[src/rtl/stream_upsize_flush_if.sv]
// -----------------------------------------------------------------------------
// stream_upsize_flush_if
//   Bundles the narrow input stream, the flush request and the wide output
//   stream of stream_upsize_flush.
//   slave  : view taken by the packer (consumes s_*, produces m_*).
//   master : view taken by the surrounding logic / testbench.
//   Signals:
//     s_data_i  [T_DATA_WIDTH]   input beat
//     s_last_i                   last beat of packet
//     s_valid_i / s_ready_o      input handshake (s_ready_o is registered)
//     flush_i                    pulse: close the current partial word
//     m_data_o  [T_DATA_RATIO]   output lanes (unpacked), lane 0 = first beat
//     m_keep_o  [T_DATA_RATIO]   lane valid mask
//     m_last_o                   word carries the packet's last beat
//     m_valid_o / m_ready_i      output handshake
// -----------------------------------------------------------------------------
interface stream_upsize_flush_if #(
    parameter int T_DATA_WIDTH = 4,
    parameter int T_DATA_RATIO = 2
);
    logic [T_DATA_WIDTH-1:0] s_data_i;
    logic                    s_last_i;
    logic                    s_valid_i;
    logic                    s_ready_o;
    logic                    flush_i;
    logic [T_DATA_WIDTH-1:0] m_data_o [T_DATA_RATIO];
    logic [T_DATA_RATIO-1:0] m_keep_o;
    logic                    m_last_o;
    logic                    m_valid_o;
    logic                    m_ready_i;

    modport slave (
        input  s_data_i, s_last_i, s_valid_i, flush_i, m_ready_i,
        output s_ready_o, m_data_o, m_keep_o, m_last_o, m_valid_o
    );

    modport master (
        output s_data_i, s_last_i, s_valid_i, flush_i, m_ready_i,
        input  s_ready_o, m_data_o, m_keep_o, m_last_o, m_valid_o
    );
endinterface

[src/rtl/stream_upsize_flush.sv]
// -----------------------------------------------------------------------------
// stream_upsize_flush
//   Packs a narrow valid/ready/last stream into words of T_DATA_RATIO lanes
//   with a per-lane keep mask. A word closes when its last lane fills, when a
//   packet-end beat is accepted (only case with m_last=1), on a flush request,
//   or after IDLE_TIMEOUT idle cycles (0 disables). Closed words go into a
//   2-entry FIFO whose head drives the output, so one beat per clock is
//   sustained in and one word per clock out.
//   Ports:
//     clk    rising-edge clock
//     rst_n  asynchronous reset, active low
//     bus    stream_upsize_flush_if.slave (see interface header)
// -----------------------------------------------------------------------------
module stream_upsize_flush #(
    parameter int T_DATA_WIDTH = 4,
    parameter int T_DATA_RATIO = 2,
    parameter int IDLE_TIMEOUT = 0
) (
    input  logic                       clk,
    input  logic                       rst_n,
    stream_upsize_flush_if.slave       bus
);
    localparam int IDXW = (T_DATA_RATIO > 1) ? $clog2(T_DATA_RATIO) : 1;
    localparam int TW   = $clog2(IDLE_TIMEOUT + 2);
    // Counter value seen on the final idle cycle before an auto-close.
    localparam int TMAX = (IDLE_TIMEOUT > 0) ? IDLE_TIMEOUT - 1 : 0;

    typedef struct packed {
        logic [T_DATA_RATIO-1:0][T_DATA_WIDTH-1:0] data;
        logic [T_DATA_RATIO-1:0]                   keep;
        logic                                      last;
    } word_t;

    // Partial word under assembly
    logic [T_DATA_RATIO-1:0][T_DATA_WIDTH-1:0] r_lane;
    logic [T_DATA_RATIO-1:0]                   r_keep;
    logic [IDXW-1:0]                           r_idx;
    logic [TW-1:0]                             r_tcnt;
    logic                                      r_flush_pend;

    // Output FIFO
    word_t       r_buf [2];
    logic        r_rd_ptr;
    logic        r_wr_ptr;
    logic [1:0]  r_count;
    logic        r_s_ready;

    logic        w_hs;
    logic        w_pop;
    logic        w_space;
    logic        w_part;
    logic        w_beat_close;
    logic        w_flush_req;
    logic        w_flush_close;
    logic        w_to_due;
    logic        w_to_close;
    logic        w_close;
    logic [1:0]  w_count_nxt;
    word_t       w_word;
    word_t       w_head;

    assign w_hs   = bus.s_valid_i & r_s_ready;
    assign w_pop  = (r_count != 2'd0) & bus.m_ready_i;
    // A slot is free if not full, or the head leaves this same cycle.
    assign w_space = (r_count != 2'd2) | w_pop;
    assign w_part  = (r_idx != '0);

    // An accepted beat always has room: s_ready was only raised with count<2.
    assign w_beat_close = w_hs & ((r_idx == IDXW'(T_DATA_RATIO - 1)) | bus.s_last_i);

    // Flush covers a beat arriving in the same cycle; with nothing held and
    // no beat it is a no-op.
    assign w_flush_req   = bus.flush_i | r_flush_pend;
    assign w_flush_close = w_flush_req & w_space & (w_hs | w_part);

    assign w_to_due   = (IDLE_TIMEOUT != 0) & w_part & ~w_hs & (r_tcnt == TW'(TMAX));
    assign w_to_close = w_to_due & w_space;

    assign w_close     = w_beat_close | w_flush_close | w_to_close;
    assign w_count_nxt = r_count + {1'b0, w_close} - {1'b0, w_pop};

    // Word as it would be pushed this cycle: held lanes plus the incoming beat.
    always_comb begin
        w_word.data = r_lane;
        w_word.keep = r_keep;
        w_word.last = w_hs & bus.s_last_i;
        if (w_hs) begin
            w_word.data[r_idx] = bus.s_data_i;
            w_word.keep[r_idx] = 1'b1;
        end
    end

    always_ff @(posedge clk or negedge rst_n) begin
        if (!rst_n) begin
            r_lane       <= '0;
            r_keep       <= '0;
            r_idx        <= '0;
            r_tcnt       <= '0;
            r_flush_pend <= 1'b0;
            r_buf[0]     <= '0;
            r_buf[1]     <= '0;
            r_rd_ptr     <= 1'b0;
            r_wr_ptr     <= 1'b0;
            r_count      <= 2'd0;
            r_s_ready    <= 1'b0;
        end else begin
            r_count   <= w_count_nxt;
            r_s_ready <= (w_count_nxt != 2'd2);

            if (w_close) begin
                r_buf[r_wr_ptr] <= w_word;
                r_wr_ptr        <= ~r_wr_ptr;
            end
            if (w_pop)
                r_rd_ptr <= ~r_rd_ptr;

            // Cleared lanes are what makes unfilled lanes read back as 0.
            if (w_close) begin
                r_lane <= '0;
                r_keep <= '0;
                r_idx  <= '0;
            end else if (w_hs) begin
                r_lane[r_idx] <= bus.s_data_i;
                r_keep[r_idx] <= 1'b1;
                r_idx         <= r_idx + 1'b1;
            end

            // Saturates at TMAX so a deferred timeout keeps requesting.
            if (w_hs || w_close || !w_part)
                r_tcnt <= '0;
            else if (r_tcnt != TW'(TMAX))
                r_tcnt <= r_tcnt + 1'b1;

            if (w_close)
                r_flush_pend <= 1'b0;
            else if (!w_hs && !w_part)
                r_flush_pend <= 1'b0;
            else
                r_flush_pend <= w_flush_req;
        end
    end

    assign w_head        = r_buf[r_rd_ptr];
    assign bus.s_ready_o = r_s_ready;
    assign bus.m_valid_o = (r_count != 2'd0);
    assign bus.m_keep_o  = w_head.keep;
    assign bus.m_last_o  = w_head.last;

    for (genvar g = 0; g < T_DATA_RATIO; g++) begin : g_lane
        assign bus.m_data_o[g] = w_head.data[g];
    end
endmodule

[src/flat_wrapper.sv]
// flat-port wrapper written by rule: the top's interface ports become plain ports
module stream_upsize_flush_flat 
#(
    parameter int T_DATA_WIDTH = 4,
    parameter int T_DATA_RATIO = 2,
    parameter int IDLE_TIMEOUT = 0
)
  (clk, rst_n, bus_s_data_i, bus_s_last_i, bus_s_valid_i, bus_flush_i, bus_m_ready_i, bus_s_ready_o, bus_m_data_o, bus_m_keep_o, bus_m_last_o, bus_m_valid_o);
  stream_upsize_flush_if #(.T_DATA_WIDTH(T_DATA_WIDTH), .T_DATA_RATIO(T_DATA_RATIO)) bus_i ();
  input  logic clk;
  input  logic rst_n;
  input wire logic [$bits(bus_i.s_data_i)-1:0] bus_s_data_i;
  input wire logic [$bits(bus_i.s_last_i)-1:0] bus_s_last_i;
  input wire logic [$bits(bus_i.s_valid_i)-1:0] bus_s_valid_i;
  input wire logic [$bits(bus_i.flush_i)-1:0] bus_flush_i;
  input wire logic [$bits(bus_i.m_ready_i)-1:0] bus_m_ready_i;
  output wire logic [$bits(bus_i.s_ready_o)-1:0] bus_s_ready_o;
  output wire logic [$bits(bus_i.m_data_o)-1:0] bus_m_data_o;
  output wire logic [$bits(bus_i.m_keep_o)-1:0] bus_m_keep_o;
  output wire logic [$bits(bus_i.m_last_o)-1:0] bus_m_last_o;
  output wire logic [$bits(bus_i.m_valid_o)-1:0] bus_m_valid_o;
  assign bus_i.s_data_i = bus_s_data_i;
  assign bus_i.s_last_i = bus_s_last_i;
  assign bus_i.s_valid_i = bus_s_valid_i;
  assign bus_i.flush_i = bus_flush_i;
  assign bus_i.m_ready_i = bus_m_ready_i;
  assign bus_s_ready_o = bus_i.s_ready_o;
  assign bus_m_data_o = {>>{bus_i.m_data_o}};
  assign bus_m_keep_o = bus_i.m_keep_o;
  assign bus_m_last_o = bus_i.m_last_o;
  assign bus_m_valid_o = bus_i.m_valid_o;
  stream_upsize_flush #(.T_DATA_WIDTH(T_DATA_WIDTH), .T_DATA_RATIO(T_DATA_RATIO), .IDLE_TIMEOUT(IDLE_TIMEOUT)) u_core (.clk(clk), .rst_n(rst_n), .bus(bus_i));
endmodule
[config.mk]
export PLATFORM = sky130hd
export DESIGN_NAME = stream_upsize_flush_flat
export DESIGN_NICKNAME = d
export VERILOG_FILES = /design/src/rtl/stream_upsize_flush_if.sv /design/src/rtl/stream_upsize_flush.sv /design/src/flat_wrapper.sv
export SDC_FILE = /design/constraint.sdc
export NUM_CORES = 1
export LEC_CHECK = 0
export CORE_MARGIN = 5
export CORE_UTILIZATION = 54
export DETAILED_ROUTE_END_ITERATION = 6
export PLACE_DENSITY = 0.9
export SLEW_MARGIN = 20
export SYNTH_ARGS = -nofsm -noshare
export SYNTH_HDL_FRONTEND = slang
export SYNTH_SLANG_ARGS = --single-unit
[constraint.sdc]
create_clock -name clk -period 2 [get_ports clk]
set_input_delay 0.6 -clock clk [delete_from_list [all_inputs] [get_ports clk]]
set_output_delay 0.6 -clock clk [all_outputs]
set_load 0.01 [all_outputs]
==> flow_results.org, run 1 <==
** Run status
- Outcome :: finished clean

** Place
- The placed instances occupy a cell area of 2150 um2.
- Post-detail-place hpwl :: between 2000 and 3000 um
- Worst slack at placement :: -0.245 ns
- Input/output buffers :: 22
- Routability congestion estimate :: roughly 0.80

** Setup path
- Measured in cells, the most critical reg-to-reg path has a length of 6.
- WP data required :: 1.40 ns
- In this run the critical register-to-register path is captured at u_core.bus.s_ready_o.
- The worst setup path is captured at an output pin.
- Worst Setup SP :: u_core.r_rd_ptr
- Worst reg-to-reg setup slack :: 0.32 ns
- Largest driver fanout on the critical path :: 5
- Arrival time worst endpoint :: 1.39 ns
- The critical path ends at bus_m_keep_o[0].
- Crit Path Class :: reg -> out
- Critical Path Start Type :: flop
- In this run the critical register-to-register path is launched from u_core.r_count[1].

** Global route
- The first global-routing pass estimated 6650 um of wire.
- The number of global-route vias before repair was 1,437.
- Across every metal layer, demand over resource in global routing totals 0.202.
- The total overflow left after global routing is 0.
- Entering global routing, the biggest net connects 40 pins.
- Initial antenna violation count :: 0

** CTS
- Clock buffer count from CTS :: 5
- Clk buf depth :: 2
- At the later pin of the worst-skew pair, clock insertion delay measures about 0.35 ns.
- For this design, the CTS-stage hold fixing added 0 buffers.
- CTS saw 39 sinks.
- Clock slew at the register clock pins of the worst setup and hold paths :: 0.11 ns
- TritonCTS built the clock tree.
- Number of H-tree levels :: 2
- Clock Tree Root :: clkbuf_4

** Power
- Proportion of power drawn by combinational gates :: 0.546
- Pint :: 2.38 mW
- IR analysis of the VDD net gives a maximum drop of 0.979 mV.
- Sequential share of power :: 0.334
- Dividing total power by cell area gives a power density of 1670 nW/um2.
- The share of total power dissipated in the clock network is 0.120.
- In this run the static leakage power is 1.07 nW.
- The analysis attributes to net switching a power of between 1 and 1.5 mW.
- Switching power as a share of total power :: 0.373

** Route
- Vias :: 1,312
- The detail route stage leaves a number of antenna-violating nets equal to 0.
- Dividing the detail-routed wire length by the instance count gives 15.7 um.
- In the routed design, unresolved DRC markers number 0.
- Number of DRC violations after detailed-routing iteration 0 :: 46
- DRT Wirelength :: 3810 um
- Number of vias per cell :: 5.40
- For this run, the detailed router's first-pass iteration total came to 4.

** Die
- Initial Utilization :: 0.565
- The core region is 3080 um2.
- DIE AREA :: 4460 um2
- Die span in x :: 66.8 um
- Pin placement for this block handled 23 I/O pins.
- From bottom edge to top edge, the die measures 66.8 um.
- Number of placement rows :: 20

** Yosys
- Mean instance size in the synthesized netlist :: 11.5 um2
- Of the synthesized area, sequential elements account for 0.561.
- By area the synthesized netlist is led by dfrtp_1 56%, mux2_2 7.1%, nor2_1 5.6%, mux2i_1 5.2%, a21oi_2 5.0%.
- Counting flops and latches in the post-synthesis netlist gives 39.
- Number of warnings issued by yosys :: 0
- When the netlist entered floorplanning its net count stood at 162.
- Area share of the largest cell type after synthesis :: 0.561
- dfrtp_1 takes more of the synthesized area than any other cell.
- Cells after synthesis :: 151
- After synthesis the cells add up to between 1500 and 2000 um2.
- Post-synthesis cell type count :: 30

** Cells and area
- Number of nets in the layout :: 209
- At the end of the flow the core is filled with cells to 0.739.
- Leaving out fill and tap cells, the most frequent cells in the layout are 37 x dfrtp_1, 26 x nor2_1, 22 x buf_4.
- From synthesis to final layout, the design area changed by 30.7%.
- Total non-filler cell area in the finished layout :: approximately 2300 um2
- The filler cells instantiated in the layout total 211.
- Fraction of layout instances using a drive strength above 1 :: 0.352
- Final antenna diode count :: 0
- The library cell used most frequently in the layout, excluding fill and tap cells, is dfrtp_1.

** STA
- Of the available clock period, the critical path in the final layout requires 0.996.
- Count of endpoints failing hold in the final timing report :: 0
- The number of pins exceeding their max-slew limit in the final report came to 0.
- At the pin with the least slew margin, the transition time is around 0.47 ns.
- Tightest slew margin relative to the limit :: 0.688
- Achievable frequency :: about 500 MHz
- Final worst setup slack :: 0.00866 ns
- Setup violations remaining at the end of the flow were counted as 0.
- RSZ-0062 raised after global routing :: yes
- On the final layout, the worst hold slack is 0.501 ns.
- Sum of negative setup slack :: 0 ns
- The worst path needs roughly 2 ns of the cycle, external delays included.
- Between clock sinks in the finished design, the worst skew comes to between 0.008 and 0.009 ns.

** Worst hold path
- The tightest min-delay check is of the reg -> reg type.

** Run
- Maximum capacitance violations :: 0
registers in the layout, indices dropped and copies added (netlist names):
register,cells
u_core.r_wr_ptr,1
u_core.r_count,2
u_core.r_flush_pend,1
u_core.r_buf,22
u_core.bus.s_ready_o,1
u_core.r_rd_ptr,1
u_core.r_lane,8
u_core.r_keep,2
u_core.r_idx,1
worst max-delay path: stages, from the launching register on:
cell     delay (ns)
dfrtp_2        0.45
buf_6          0.16
mux2_4         0.31
buf_6          0.12
cell usage after synthesis:
cell,instances
o41ai_4,1
clkbuf_1,1
buf_6,1
nor3_1,1
nor3b_1,1
o2111ai_1,1
xnor2_1,3
buf_4,1
nand3_1,2
o211ai_1,1
buf_2,3
nor2_1,26
and2_1,2
xor2_1,1
o21ai_0,14
mux2i_1,9
or2_2,1
a21oi_2,10
o31ai_4,1
inv_1,3
ha_1,1
o21ai_1,8
o31a_1,1
buf_1,1
a31oi_1,1
a21oi_1,2
mux2_2,11
nand2_1,3
dfrtp_1,39
nor3b_2,1
routing by layer:
| layer | part of all wire | global-route usage |
|---|---|---|
| met2 | 0.54 | 0.363 |
| met5 | 0 | 0 |
| met1 | 0.40 | 0.229 |
| met4 | 0.015 | 0.0584 |
| met3 | 0.052 | 0.0607 |
kinds of logic (layout without fill, tap and decap cells):
kind of cell,count (synthesis),after routing,share of synthesized area
compound gates,40,40,0.165
xor+xnor,4,4,0.0201
fa+ha+maj,1,1,0.00719
buf+inv,10,58,0.0302
flops,39,39,0.561
mux,20,20,0.123
simple gates,37,37,0.0935
timing repair:
item | 4_1_cts | 5_1_grt
setup buffers | 1 | 2
endpoints found under the setup margin | 13 | 12
gates cloned | 0 | 1
gates resized for setup | 46 | 24
power by group through the flow:
stage	Sequential, mW	Combinational, mW	Clock (mW)
floorplan	1.23	1.15	0
global placement	1.25	1.87	0
detailed placement	1.28	1.92	0
CTS	1.26	1.77	0.463
global route	1.31	2.28	0.501
finish	1.27	2.07	0.456
area by class of cell:
type                    instances  area (um2)  share of cell area
clock buffers                   8        68.8              0.0303
inverters                       3        11.3             0.00495
repair buffers                 47         419               0.184
well taps                      44        55.1              0.0242
multi-input cells             102         742               0.326
flip-flops and latches         39         978               0.430
worst min-delay path by stage:
stage | startpoint | end | slack [ns] | cells past startpoint
3_5_place_dp | u_core.r_keep[1] | u_core.r_keep[1] | 0.48 | 1
2_1_floorplan | rst_n | u_core.bus.s_ready_o | 0.30 | 0
5_1_grt | u_core.r_keep[1] | u_core.r_keep[1] | 0.54 | 1
6_report | u_core.r_keep[1] | u_core.r_keep[1] | 0.50 | 1
3_3_place_gp | u_core.r_keep[1] | u_core.r_keep[1] | 0.47 | 1
4_1_cts | u_core.r_keep[1] | u_core.r_keep[1] | 0.51 | 1
per-stage QoR:
step | instances | total power [mW]
final | 243 | 3.79
after CTS | 240 | 3.49
after floorplan | 151 | 2.39
after global routing | 243 | 4.09
after global placement | 232 | 3.12
after detailed placement | 232 | 3.20
Note: power is estimated with default switching activity, not from simulation.
==> run 2: changes to the inputs <==
--- a/config.mk
+++ b/config.mk
@@ -5,7 +5,7 @@
 export SDC_FILE = /design/constraint.sdc
 export NUM_CORES = 1
 export LEC_CHECK = 0
-export CORE_MARGIN = 5
+export CORE_MARGIN = 2
 export CORE_UTILIZATION = 54
 export DETAILED_ROUTE_END_ITERATION = 6
 export PLACE_DENSITY = 0.9
==> flow_results.org, run 2 (synthesis gave the netlist of run 1 again) <==
** Power
- The internal power came to 2.27 mW (-4.4%).
- The combinational power share was 0.547 (about the same).
- Psw :: 1.41 mW (-0.19%)
- Power per unit of standard cell area :: 1650 nW/um2 (-0.95%)
- Switching power as a share of total power :: 0.383 (+0.0102)
- Clock Power Share :: 0.106 (-0.014)
- The sequential cell fraction of total power is 0.347 (+0.013).
- The maximum VDD drop is 0.833 mV (-15%).
- The total power of the final layout came to 3.68 mW (-2.9%).
- The standby leakage power is 1.04 nW (-2.8%).

** Setup path
- Crit Path Class :: reg -> out
- Largest driver fanout on the critical path :: 5 (unchanged)
- Sort of element at the end of the critical path :: output pin
- Most prevalent standard cell on the critical path :: buf_6
- Number of buffer and inverter stages on the critical path :: 3 (+1)
- Terminus of the critical flop-to-flop path :: u_core.bus.s_ready_o
- Worst reg-to-reg setup slack :: 0.30 ns (-0.02 ns)
- Logic depth of the worst setup path including buffers :: 4 (+1)
- In this design, the largest share of critical-path delay is due to flip-flops.
- Tracing the worst setup path back leads to its startpoint at u_core.r_rd_ptr.
- The startpoint identified for the worst register-to-register timing path is u_core.r_count[1].
- The required time at the endpoint of the critical path was 1.40 ns (about the same).
- Slowest library cell on the worst path :: dfrtp_1
- The worst setup path is launched from a flop.
- Arrival time worst endpoint :: 1.45 ns (+0.06 ns)
- The count of cells along the worst register-to-register path was 6 (unchanged).
- Walking the worst path, the cells encountered are buf_6 -> buf_6 -> mux2_4 -> buf_6.
- Setup crit end :: bus_m_data_o[0]
- Biggest cell delay along the critical path :: 0.42 ns (-0.03 ns)

** Die
- The number of I/O pins was 23 (unchanged).
- Number of placement rows :: 20 (unchanged)
- The area of the die came to 3690 um2 (-17%).
- The initial core utilization came to 0.570 (+0.00463).
- Standard cell core area :: 3050 um2 (-0.81%)
- The die height came to 60.8 um (-9.0%).
- The x dimension of the die was 60.8 um (-9.0%).

** CTS
- TritonCTS built the clock tree.
- The number of buffers inserted by hold repair at cts was 0 (unchanged).
- Clock slew at the register clock pins of the worst setup and hold paths :: 0.11 ns (about the same)
- Number of H-tree levels :: 2 (unchanged)
- Clock buffer count from CTS :: 5 (unchanged)
- Clock Tree Root :: clkbuf_4
- The total number of clock tree sinks was 39 (unchanged).
- The insertion delay of the later-clocked pin in the worst-skew pair was 0.35 ns (about the same).
- Clk buf depth :: 2 (unchanged)

** Global route
- The fraction of met1 tracks used by global routing came to 0.291 (+0.0611).
- The maximum number of pins on one net before global-route repair is 40 (unchanged).
- Initial antenna violation count :: 0 (unchanged)
- The number of global-route vias before repair was 1,331 (-7.4%).
- Global routing usage summed across all routing layers :: 0.228 (+0.0261)
- GR Layer Usage met3 :: 0.0469 (-0.0138)
- The sum of overflow across all layers after global routing was 0 (unchanged).
- Layer with the highest usage after global routing :: met2
- Grt met2 use :: 0.361 (-0.00164)
- The global-route wire length before repair came to 6010 um (-9.7%).

** Route
- Routed len/inst :: 15.7 um (about the same)
- Number of iterations in the first detailed-routing pass :: 4 (unchanged)
- Detailed-route DRC error count :: 0 (unchanged)
- Number of vias per cell :: 5.44 (+0.71%)
- Number of DRC violations after detailed-routing iteration 0 :: 58 (+26%)
- DRT Wirelength :: 3760 um (-1.2%)
- Antenna Nets Post-Route :: 0 (unchanged)
- The count of vias placed by the detailed router came to 1,305 (-0.53%).

** Cells and area
- Largest register FFs :: 22 (unchanged)
- The post-layout net count is 206 (-1.4%).
- u_core.r_buf holds more flip-flops than any other register.
- The count of fill cells added during filler insertion is 218 (+3.3%).
- In the final layout, the registers with the most flip-flops are u_core.r_buf x22, u_core.r_lane x8.
- Fraction of layout instances using a drive strength above 1 :: 0.337 (-0.0150)
- The area occupied by registers came to 977 um2 (-0.13%).
- Compared with the post-synthesis result, the final layout area differs by 28.2%.
- Commonest non-fill, non-tap cell in the layout :: dfrtp_1
- The antenna cell count came to 0 (unchanged).
- Commonest cells after routing, fill and taps aside :: 38 x dfrtp_1, 26 x nor2_1, 15 x buf_4
- The area of the multi-input gates was 734 um2 (-1.0%).
- Post-route core utilization :: 0.731 (-0.00829)

** Run status
- Outcome :: complete, but fails checks
- The checks that failed: negative setup slack.

** STA
- The number of pins exceeding their max-slew limit in the final report came to 0 (unchanged).
- Worst Tran Pin Value :: 0.491 ns (+0.0237 ns)
- Setup repair after global routing could not meet its margin everywhere.
- The post-route worst setup slack was -0.0465 ns (-0.0551 ns).
- The post-route fraction of the period consumed by the critical path was 1.02 (+0.0276).
- Count of endpoints failing hold in the final timing report :: 0 (unchanged)
- Tightest slew margin relative to the limit :: 0.673 (-0.0158)
- The setup clock skew after layout is 0.0144 ns (+0.00602 ns).
- Sum of negative setup slack :: -0.201 ns (-0.201 ns)
- Time the worst path needs with I/O delays and setup :: 2.05 ns (+0.0551 ns)
- The maximum clock rate was 489 MHz (-2.7%).
- Final setup violation count :: 6 (+6)

** Place
- The final weighted congestion in routability-driven placement is 0.812 (+1.1%).
- The sum of net half-perimeters after detailed placement is 2590 um (-3.8%).
- Worst slack at placement :: -0.172 ns (+0.0737 ns)
- The total of buffers placed on input and output ports is 22 (unchanged).

** Worst hold path
- The number of cells on the worst hold path came to 2 (+1).
- Class of the most critical hold timing path :: reg -> reg

** Run
- Maximum capacitance violations :: 0 (unchanged)
run 2: changes by cell type in the layout (fill, tap and decap cells not counted), moves of 2 or more:
cell | previous run | this run
clkbuf_8 | 2 | 0
buf_6 | 12 | 14
mux2_2 | 3 | 5
buf_4 | 22 | 15
mux2_4 | 8 | 6
run 2: cell type report:
type | count | area share
clock buffer | 6 | 0.0185
inverter | 3 | 0.00505
multi-input combinational | 102 | 0.329
timing repair buffer | 44 | 0.179
sequential | 39 | 0.438
tap | 44 | 0.0247
clock inverter | 2 | 0.00561
run 2: metal layers:
| metal | wire length, um | up-vias |
|---|---|---|
| met3 | 128 | 5 |
| li1 | - | 618 |
| met5 | 0 | - |
| met4 | 63 | 0 |
| met1 | 1550 | 653 |
| met2 | 2020 | 29 |
run 2: how the worst min path moves through the flow:
stage	from	to	slack, ns
global placement	u_core.r_keep[1]	u_core.r_keep[1]	0.47
finish	u_core.r_buf[2]	u_core.r_buf[2]	0.53
floorplan	rst_n	u_core.bus.s_ready_o	0.30
global route	u_core.r_keep[1]	u_core.r_keep[1]	0.55
CTS	u_core.r_keep[1]	u_core.r_keep[1]	0.52
detailed placement	u_core.r_keep[1]	u_core.r_keep[1]	0.49
run 2: power by group through the flow:
| stage | sequential [mW] | combinational (mW) | clock (mW) |
|---|---|---|---|
| 3_5_place_dp | 1.28 | 1.84 | 0 |
| 3_3_place_gp | 1.25 | 1.77 | 0 |
| 2_1_floorplan | 1.23 | 1.15 | 0 |
| 6_report | 1.28 | 2.01 | 0.391 |
| 4_1_cts | 1.27 | 1.89 | 0.403 |
| 5_1_grt | 1.31 | 2.18 | 0.433 |
run 2: worst min-delay path, cell delays in order (launching register included):
cell and delay (ns):
dfrtp_1 0.36, nor2_1 0.05, a21oi_2 0.08
run 2: timing repair:
action | CTS | global route
buffers inserted | 5 | 1
gates resized for setup | 52 | 13
endpoints found under the setup margin | 13 | 7
cloned | 0 | 0
run 2: through the flow:
step	hold slack (ns)	area (um2)	instances
after CTS	0.516	2180	239
after floorplan	0.304	1740	151
final	0.527	2230	240
after detailed placement	0.491	2090	226
after global placement	0.471	2090	226
after global routing	0.550	2230	240
==> run 3: changes to the inputs <==
--- a/config.mk
+++ b/config.mk
@@ -6,9 +6,9 @@
 export NUM_CORES = 1
 export LEC_CHECK = 0
 export CORE_MARGIN = 2
-export CORE_UTILIZATION = 54
+export CORE_UTILIZATION = 40
 export DETAILED_ROUTE_END_ITERATION = 6
-export PLACE_DENSITY = 0.9
+export PLACE_DENSITY = 0.73
 export SLEW_MARGIN = 20
 export SYNTH_ARGS = -nofsm -noshare
 export SYNTH_HDL_FRONTEND = slang
==> flow_results.org, run 3 (synthesis gave the netlist of run 1 again) <==
** Setup path
- WP data required :: 1.40 ns (about the same)
- Arrival time worst endpoint :: 1.36 ns (-0.09 ns)
- The worst register-to-register path ends at u_core.bus.s_ready_o.
- Sort of element at the end of the critical path :: output pin
- The slowest stage of the critical path is the clkdlybuf4s50_1 cell.
- Worst reg2reg startpoint :: u_core.r_count[1]
- Cell-by-cell trace of the critical path :: clkdlybuf4s50_1
- CP top delay family :: buffers and inverters
- Number of buffer and inverter stages on the critical path :: 1 (-2)
- The worst setup path is launched from a flop.
- The delay of the slowest cell on the worst path is 0.59 ns (+0.17 ns).
- Crit Path Class :: reg -> out
- Cell depth of the worst flop-to-flop path :: 6 (unchanged)
- Worst reg-to-reg setup slack :: 0.33 ns (+0.03 ns)
- The maximum fanout along the worst path is 8 (+3).

** CTS
- Post-cts hold buffer count :: 0 (unchanged)
- Clk buf depth :: 2 (unchanged)
- Worst-Skew Late Latency :: 0.29 ns (-0.06 ns)
- Clock Tree Root :: clkbuf_8
- The total number of H-tree levels is 2 (unchanged).
- The total number of clock tree sinks came to 39 (unchanged).
- The total clock buffers created by CTS was 5 (unchanged).
- The clock-pin slew reported for the worst setup and hold paths after clock tree synthesis was 0.07 ns (-0.04 ns).
- Clock tree from TritonCTS :: built

** Route
- The met2 wire length came to 1930 um (-4.4%).
- Number of vias per cell :: 5.16 (-5.1%)
- Number of DRC violations after detailed-routing iteration 0 :: 66 (+14%)
- Routed len/inst :: 14.7 um (-6.3%)
- The post-route DRC violation count was 0 (unchanged).
- Routed wire length on met3 :: 83 um (-35%)
- Number of iterations in the first detailed-routing pass :: 4 (unchanged)
- The residual antenna-violating net count after detailed routing was 0 (unchanged).
- The total length of routed wires was 3630 um (-3.6%).
- Max layer used :: met4
- DRT met1 WL :: 1530 um (-0.97%)
- The count of vias placed by the detailed router came to 1,275 (-2.3%).

** Cells and area
- P&R area growth vs syn :: 28.8%
- Registers with the highest flip-flop counts :: u_core.r_buf x22, u_core.r_lane x8
- The number of flip-flops in the largest register was 22 (unchanged).
- The area of the multi-input gates was 716 um2 (-2.6%).
- Commonest non-fill, non-tap cell in the layout :: dfrtp_1
- Final antenna diode count :: 0 (unchanged)
- Commonest cells after routing, fill and taps aside :: 39 x dfrtp_1, 26 x nor2_1, 21 x buf_4
- Number of filler instances in the final layout :: 350 (+61%)
- Register area :: 976 um2 (-0.13%)
- The fraction of final layout cells with drive strength greater than 1 was 0.340 (+0.00337).
- Register with the most flip-flops :: u_core.r_buf
- The post-layout net count is 207 (+0.49%).

** Power
- The power spent charging and discharging nets is 1.35 mW (-4.4%).
- Proportion of power drawn by combinational gates :: 0.466 (-0.081)
- The sequential cell fraction of total power was 0.333 (-0.014).
- The maximum VDD drop is 0.813 mV (-2.4%).
- Clock Power Share :: 0.201 (+0.095)
- Power per unit of standard cell area :: 1690 nW/um2 (+2.5%)
- The standby leakage power is 1.04 nW (+0.21%).
- Pint :: 2.44 mW (+7.6%)
- The switching part of the total is 0.356 (-0.0275).
- Power consumption :: 3.79 mW (+3.0%)

** Run
- Maximum capacitance violations :: 0 (unchanged)

** Place
- Worst slack at placement :: -0.199 ns (-0.0276 ns)
- The sum of net half-perimeters after detailed placement is 2670 um (+3.2%).
- The final weighted congestion in routability-driven placement came to 0.799 (-1.5%).
- The total of buffers placed on input and output ports is 22 (unchanged).

** STA
- Final worst setup slack :: 0.0444 ns (+0.0909 ns)
- RSZ-0062 raised after global routing :: no
- The count of final hold-check violations came to 0 (unchanged).
- Achievable frequency :: 511 MHz (+4.6%)
- Worst Tran Pin Value :: 0.481 ns (-0.00958 ns)
- The tightest slew margin relative to the limit was 0.679 (+0.00639).
- The post-route fraction of the period consumed by the critical path came to 0.978 (-0.0454).
- The number of pins exceeding their max-slew limit in the final report came to 0 (unchanged).
- The final period demand of the worst path came to 1.96 ns (-0.0909 ns).
- The setup total negative slack was 0 ns (+0.201 ns).
- Clk_skew :: 0.00357 ns (-0.0108 ns)
- Final setup violation count :: 0 (-6)

** Global route
- The number of antenna violations at the first check in global routing came to 0 (unchanged).
- Number of global-route vias before repair :: 1,436 (+7.9%)
- Global routing usage summed across all routing layers :: 0.168 (-0.0599)
- The maximum number of pins on one net before global-route repair is 40 (unchanged).
- Grt ovf :: 0 (unchanged)
- Wire length of the first global-routing pass :: 6550 um (+9.0%)

** Die
- Ports :: 23 (unchanged)
- The core outline area came to 4090 um2 (+34%).
- The initial core utilization came to 0.426 (-0.144).
- Die H :: 70.0 um (+15%)
- Number of placement rows :: 23 (+15%)
- DIE AREA :: 4890 um2 (+33%)
- The x dimension of the die was 70.0 um (+15%).

** Worst hold path
- The tightest min-delay check is of the reg -> reg type.
- The number of cells on the worst hold path was 2 (unchanged).
- The path with the worst hold slack has its endpoint at u_core.r_buf[13].
- Worst Hold Launch :: u_core.r_buf[13]

** Run status
- The run finished with clean final reports.
[run 3: cell types whose count changed in the layout (fill, tap and decap cells not counted), sizes merged]
| cell | previous run | this run |
|---|---|---|
| bufinv | 0 | 2 |
| clkinv | 1 | 0 |
| clkbuf | 7 | 17 |
| clkinvlp | 1 | 0 |
| buf | 32 | 23 |
[run 3: per-layer routing]
layer  GRT usage  vias to the layer above
li1            -                      616
met1       0.192                      627
met2       0.298                       25
met3      0.0245                        7
met4      0.0940                        0
met5           0                        -
[run 3: how the worst max path moves through the flow]
stage	slack, ns	end	startpoint	cells after the start
after floorplan	0.30	bus_m_data_o[0]	u_core.r_rd_ptr	2
after global placement	-0.15	u_core.r_lane[2]	bus_s_valid_i	7
after detailed placement	-0.20	u_core.r_keep[0]	bus_s_valid_i	7
after CTS	-0.05	bus_m_keep_o[1]	u_core.r_rd_ptr	3
after global routing	0.004	bus_s_ready_o	u_core.bus.s_ready_o	1
final	0.04	bus_s_ready_o	u_core.bus.s_ready_o	1
[run 3: area by class of cell]
cell class,instances,share of cell area
multi-input cells,102,0.319
well taps,50,0.0279
repair buffers,45,0.153
clock buffers,6,0.0324
inverters,3,0.00502
flip-flops and latches,39,0.435
clock inverters,2,0.0268
[run 3: metrics by stage]
stage               hold WS [ns]  utilization  std cells  instance area (um2)
global route               0.544        0.549        247                 2240
CTS                        0.510        0.557        246                 2270
detailed placement         0.489        0.525        238                 2150
finish                     0.507        0.549        247                 2240
global placement           0.475        0.525        238                 2150
floorplan                  0.304            -        151                 1740
[run 3: what timing repair did]
| item | 4_1_cts | 5_1_grt |
|---|---|---|
| buffers inserted | 0 | 1 |
| setup endpoints to repair | 12 | 12 |
| gates resized for setup | 18 | 20 |
[run 3: power groups by stage]
stage	Sequential [mW]	Clock, mW	Combinational, mW
6_report	1.26	0.764	1.77
3_5_place_dp	1.27	0	1.89
4_1_cts	1.26	0.776	1.82
3_3_place_gp	1.25	0	1.84
2_1_floorplan	1.23	0	1.15
5_1_grt	1.30	0.810	1.97
